===== config.mk =====
export PLATFORM = sky130hd
export DESIGN_NAME = aes_io_bridge
export DESIGN_NICKNAME = d
export VERILOG_FILES = /design/src/rtl/aes_io_bridge.sv
export SDC_FILE = /design/constraint.sdc
export NUM_CORES = 1
export LEC_CHECK = 0
export ABC_AREA = 1
export CAP_MARGIN = 20
export CELL_PAD_IN_SITES_DETAIL_PLACEMENT = 2
export CELL_PAD_IN_SITES_GLOBAL_PLACEMENT = 2
export CORE_UTILIZATION = 31
export CTS_CLUSTER_DIAMETER = 80
export DETAILED_ROUTE_END_ITERATION = 7
export PLACE_DENSITY = 0.87
export RECOVER_POWER = 25
export SYNTH_ARGS = -nofsm -noshare
export SYNTH_HDL_FRONTEND = slang
export SYNTH_SLANG_ARGS = --single-unit

===== constraint.sdc =====
create_clock -name clk -period 26.4 [get_ports clk]
set_clock_uncertainty 0.1 [all_clocks]
set_input_delay 3.96 -clock clk [delete_from_list [all_inputs] [get_ports clk]]
set_output_delay 3.96 -clock clk [all_outputs]
set_load 0.02 [all_outputs]

===== src/rtl/aes_io_bridge.sv =====
// Stream bridge for the iterative AES-128 core: gathers key/data words into 128-bit
// registers, launches one core operation, then streams the 128-bit result back out.
module aes_io_bridge #(
  parameter int unsigned DW = 32
) (
  input  logic          clk,
  input  logic          reset,
  input  logic          s_valid,
  output logic          s_ready,
  input  logic [DW-1:0] s_data,
  input  logic          s_type,
  input  logic          s_decrypt,
  output logic [127:0]  core_key,
  output logic [127:0]  core_block,
  output logic          core_key_change,
  output logic          core_sel_cypher,
  output logic          core_start,
  input  logic          core_done,
  input  logic [127:0]  core_result,
  output logic          m_valid,
  input  logic          m_ready,
  output logic [DW-1:0] m_data,
  output logic          m_last,
  output logic          busy,
  output logic          err
);

  localparam int unsigned NW = 128 / DW;
  localparam int unsigned CW = (NW > 1) ? $clog2(NW) : 1;
  localparam logic [CW-1:0] LastIdx = CW'(NW - 1);

  typedef enum logic [2:0] {StIdle, StCollect, StLaunch, StWaitCore, StDrain} state_e;

  state_e         state_q;
  logic [CW-1:0]  cnt_q;
  logic           grp_key_q;
  logic           decrypt_q;
  logic           key_valid_q;
  logic           key_pending_q;
  logic           err_q;
  logic [127:0]   result_q;

  logic           accept;
  logic [CW-1:0]  widx;
  logic           tgt_key;
  logic           last_word;
  logic [127:0]   wr_val;

  // The first word of a group decides its target directly from s_type.
  always_comb begin
    accept    = s_valid && s_ready;
    widx      = (state_q == StIdle) ? '0 : cnt_q;
    tgt_key   = (state_q == StIdle) ? s_type : grp_key_q;
    last_word = (widx == LastIdx);
    wr_val    = tgt_key ? core_key : core_block;
    for (int unsigned k = 0; k < NW; k++) begin
      if (32'(widx) == k) wr_val[127-k*DW -: DW] = s_data;
    end
  end

  always_comb begin
    m_data = '0;
    if (state_q == StDrain) begin
      for (int unsigned k = 0; k < NW; k++) begin
        if (32'(cnt_q) == k) m_data = result_q[127-k*DW -: DW];
      end
    end
  end

  // s_ready is forced low while reset is held so every output reads 0 in reset.
  assign s_ready         = ((state_q == StIdle) || (state_q == StCollect)) && !reset;
  assign busy            = (state_q != StIdle);
  assign m_valid         = (state_q == StDrain);
  assign m_last          = (state_q == StDrain) && (cnt_q == LastIdx);
  assign core_start      = (state_q == StLaunch);
  assign core_key_change = (state_q == StLaunch) && key_pending_q;
  assign core_sel_cypher = ((state_q == StLaunch) || (state_q == StWaitCore)) && !decrypt_q;
  assign err             = err_q;

  always_ff @(posedge clk or posedge reset) begin
    if (reset) begin
      state_q       <= StIdle;
      cnt_q         <= '0;
      grp_key_q     <= 1'b0;
      decrypt_q     <= 1'b0;
      key_valid_q   <= 1'b0;
      key_pending_q <= 1'b0;
      err_q         <= 1'b0;
      result_q      <= '0;
      core_key      <= '0;
      core_block    <= '0;
    end else begin
      err_q <= 1'b0;
      case (state_q)
        StIdle, StCollect: begin
          if (accept) begin
            if (tgt_key) core_key <= wr_val;
            else         core_block <= wr_val;
            if (state_q == StIdle) begin
              grp_key_q <= s_type;
              decrypt_q <= s_decrypt;
            end
            if (last_word) begin
              cnt_q <= '0;
              if (tgt_key) begin
                key_valid_q   <= 1'b1;
                key_pending_q <= 1'b1;
                state_q       <= StIdle;
              end else if (key_valid_q) begin
                state_q <= StLaunch;
              end else begin
                err_q   <= 1'b1;
                state_q <= StIdle;
              end
            end else begin
              cnt_q   <= widx + 1'b1;
              state_q <= StCollect;
            end
          end
        end
        StLaunch: begin
          key_pending_q <= 1'b0;
          state_q       <= StWaitCore;
        end
        StWaitCore: begin
          if (core_done) begin
            result_q <= core_result;
            cnt_q    <= '0;
            state_q  <= StDrain;
          end
        end
        StDrain: begin
          if (m_ready) begin
            if (cnt_q == LastIdx) begin
              cnt_q   <= '0;
              state_q <= StIdle;
            end else begin
              cnt_q <= cnt_q + 1'b1;
            end
          end
        end
        default: state_q <= StIdle;
      endcase
    end
  end

endmodule


* Word-level counts from Yosys, hierarchy flattened
Index checks and enable logic that the tools add are counted.
Widths: inputs -> output; s select.
** Word-level totals
- Register bits after elaboration :: 394
- Latch bits :: 0
- Bits in writable memories :: 0
- ROM bits :: 0
- Input bits :: 167
- Output and inout bits :: 296
- Word-level logic and storage cells :: 89
- Memories :: 0
** Operators by class
- $add $sub $neg :: 2
- Multiply operators :: 0
- Div/mod/pow operators :: 0
- Magnitude comparators :: 0
- Eq/ne operators :: 16
- Shift-type cells :: 0
- Multiplexer cells :: 35
- Bitwise gates (word level) :: 1
- Reductions and logical operators :: 25
** Operator list (number)
- $mux 32 :: 9
- $mux 128 :: 1
- $mux 2 :: 8
- $reduce_and 4->1 :: 4
- $mux 3 :: 5
- $pmux 3 s4 :: 1
- $mux 1 :: 9
- $reduce_and 3->1 :: 3
- $eq 2x2->1 const B :: 4
- $ne 2x2->1 const B :: 4
- $eq 3x2->1 const B :: 2
- $pmux 2 s3 :: 1
- $reduce_bool 3->1 :: 2
- $logic_and 1x1->1 :: 5
- $add 2x1->2 const B :: 2
- $eq 2x1->1 const B :: 2
- $logic_not 2->1 :: 2
- $ne 2x1->1 const B :: 2
- $reduce_and 2->1 :: 2
- $eq 3x1->1 const B :: 1
- $eq 3x3->1 const B :: 1
- $logic_not 3->1 :: 1
- $logic_not 1->1 :: 2
- $logic_or 1x1->1 :: 2
- 4 further kinds :: 4

* Depth between registers and ports, before layout
- Word-level depth :: 6
- Mapped depth :: 12
- Depth with buffers taken out :: 10

* Worst setup path after synthesis
Ideal clock, no wire load.
- Path kind :: in2out
- Start point :: input reset
- End point :: output s_ready
- Data arrival time :: 4.195 ns
- Required time :: 22.340 ns
- Setup slack :: 18.145 ns
- Stages on the path :: 1
- Buffers on the path :: 0
- Cell sequence :: nor2_2
** Between the ends
- Longest elaborated chain between the ends :: 2
** RTL lines
- start: declaration :: RTL line 7 : input logic reset,
- $logic_not 1->1 (no source line)
- $logic_and 1x1->1 :: RTL line 71 : assign s_ready = ((state_q == StIdle) || (state_q == StCollect)) && !reset;
- end: declaration :: RTL line 9 : output logic s_ready,
Every way passes these cells.

==> flow_summary.yaml <==
yosys:
  synth-simple-area-share_pct: 32.4
  synth_seq_cells: 394
  synth_top_family_by_area: "simple AND/OR/NAND/NOR gates"
  synthMuxAreaShare_pct: 6.27
  synth_cell_type_count: 27
  synth_area_leaders: "dfrtp_1, nand3_1, nand2_1"
  synthAdderAreaFrac_pct: 0.451
  synth_cells: 2322
  synth_area_um2: 19400
  yosysWarningCount: 0
  synth_compound_area_share_pct: 3.42
  synth_xor_area_share_pct: 0
  syn_nets: 2496
  seq_area_frac_synth_pct: 50.8
  yosys.area.top_type: "dfrtp_1"
  syn_area_per_cell_um2: 8.36
  synth_top_area_share_pct: 50.8
critical_path:
  worstPathCellList: "dlygate4sd3_1 -> clkinvlp_2 -> clkbuf_1 -> buf_4"
  r2r-end: "core_key[102]"
  start_kind: "primary input"
  critical_path.startpoint: "reset"
  crit_path_max_fanout: 116
  path_class: "primary input to asynchronous set/reset pin"
  rr_worst_depth: 8
  critPathRequiredTime_ps: 26890
  reg2reg_slack_ps: 21000
  slowest_delay_ps: 3050
  cp_slowest_cell: "clkinvlp_2"
  endpoint_kind: "asynchronous set/reset pin"
  critPathArrivalTime_ps: 11320
  crit_path_end: "core_block[112]"
  reg2reg_from: "state_q[0]"
timing:
  timing.fmax_mhz: 92.3
  tightest_slew_ps: 5400
  finalSetupViolCount: 0
  finalHoldViolCount: 0
  slew_headroom_pct: -262
  final.period_utilization_pct: 41.0
  min_period_ps: 10840
  rsz0062_at_grt: "no"
  setup_tns_ps: 0
  timing.final.max_slew_violations: 341
global_routing:
  grt_pass1_vias: 22131
  grt_max_degree: 163
  grt_pass1_wl_um: 146000
  grt_use_total_pct: 30.5
  overflow: 0
  antenna_found_initial: 11
placed_design:
  portBuffers: 462
  gp_congestion: 0.826
  placed_area_um2: 24400
  place_hpwl_um: 62300
hold_path:
  worst_hold_path_type: "register to register"
power:
  p_total_w: 0.00317
  p_leak_nw: 12.7
  powerDensity_nw_per_um2: 122
  vdd_drop_max_uv: 64.3
cts:
  cts_buffers: 49
  clk_path_buf_depth: 3
  path_clk_slew_ps: 60
  clkSinkCount: 394
  cts-resized-gates: 0
  cts_tree: "done"
  htree_levels: 2
  clk_latency_ps: 610
  post_cts_buffers: 0
  cts-root-buf: "clkbuf_16"
  postCtsHoldBufs: 0
finish:
  final_common_cell: "nand2_1"
  postLayoutCoreUtil_pct: 42.1
  fillers: 6642
  multi_input_area_um2: 8290
  drive_gt1_share_pct: 8.25
  regArea_um2: 9860
  final_area_um2: 26000
  mostFrequentLayoutCells: "nand2_1, nand3_1, dfrtp_1"
  nets: 2860
  area_growth_pct: 34.2
die:
  ioPinCount: 463
  rows: 91
  die_w_um: 252
  coreArea_um2: 61800
  die-area_um2: 63600
  die-height_um: 252
  start_util_pct: 31.4
route:
  drc: 0
  drt_first_pass_iters: 5
  vias: 19669
  drt_iter0_markers: 1250
  ant_nets: 0
  viasPerCell: 5.50
  routedWlPerCell_um: 27.4
  drt_wl_total_um: 97900
status:
  outcome: "finished with violations"
  violations: "max-capacitance violations, max-slew violations"
job:
  drv_cap: 5
-- through the flow --
step           setup slack, ps  cells  hold slack, ps
6_report                 15560   3573             408
3_3_place_gp             16980   3472             378
3_5_place_dp             16980   3472             392
4_1_cts                  16930   3563             412
5_1_grt                  14500   3571             432
2_1_floorplan            11390   2322             332
-- layer usage --
layer	GRT usage, %	vias up	share of wire, %
met1	35.3	10246	38
met3	7.30	245	6.8
met5	0	-	0.013
met4	17.7	2	6.2
li1	-	8488	-
met2	51.2	688	49
-- power by group --
group          switching [W]  internal [W]
combinational       0.000915      0.000530
clock               0.000288      0.000423
sequential          0.000202      0.000815
-- kinds of logic after synthesis --
group / count (synthesis)
mux: 108
buf+inv: 255
fa+ha+maj: 7
simple gates: 1443
compound gates: 115
flops: 394
-- synthesized netlist by cell type (all sizes together) --
master,number
inv,80
or2,1
mux2,108
a211oi,1
nor4,1
ha,7
nand2,744
a21oi,53
a31o,1
buf,145
nor2,35
dfrtp,394
o21ai,29
nand4,1
o211ai,31
nand3,661
clkbuf,30
-- sequential cells by signal, summed over array words and instances, names as in the netlist --
register       flops
core_block       128
err                1
key_valid_q        1
core_key         128
decrypt_q          1
key_pending_q      1
result_q         128
grp_key_q          1
cnt_q              2
state_q            3
-- worst min-delay path by stage --
stage / depth (start not counted) / end / slack (ps) / start
floorplan: 1 / err / 330 / key_valid_q
global placement: 1 / err / 380 / key_valid_q
detailed placement: 1 / result_q[62] / 390 / result_q[62]
CTS: 1 / result_q[47] / 410 / result_q[47]
global route: 1 / result_q[5] / 430 / result_q[5]
finish: 2 / core_block[79] / 410 / core_block[79]
-- cell type report --
cell class              count  area share [%]
diodes                     10          0.0961
multi-input cells        1673            31.8
flip-flops and latches    394            37.9
inverters                  80            1.18
clock inverters            14           0.764
well taps                 837            4.02
repair buffers            488            18.6
clock buffers              77            5.66
-- worst max-delay path: cells and delay by family --
kind | cells | cell delay [ps]
buf+inv | 4 | 7200
Power figures use the tool's default switching activity.
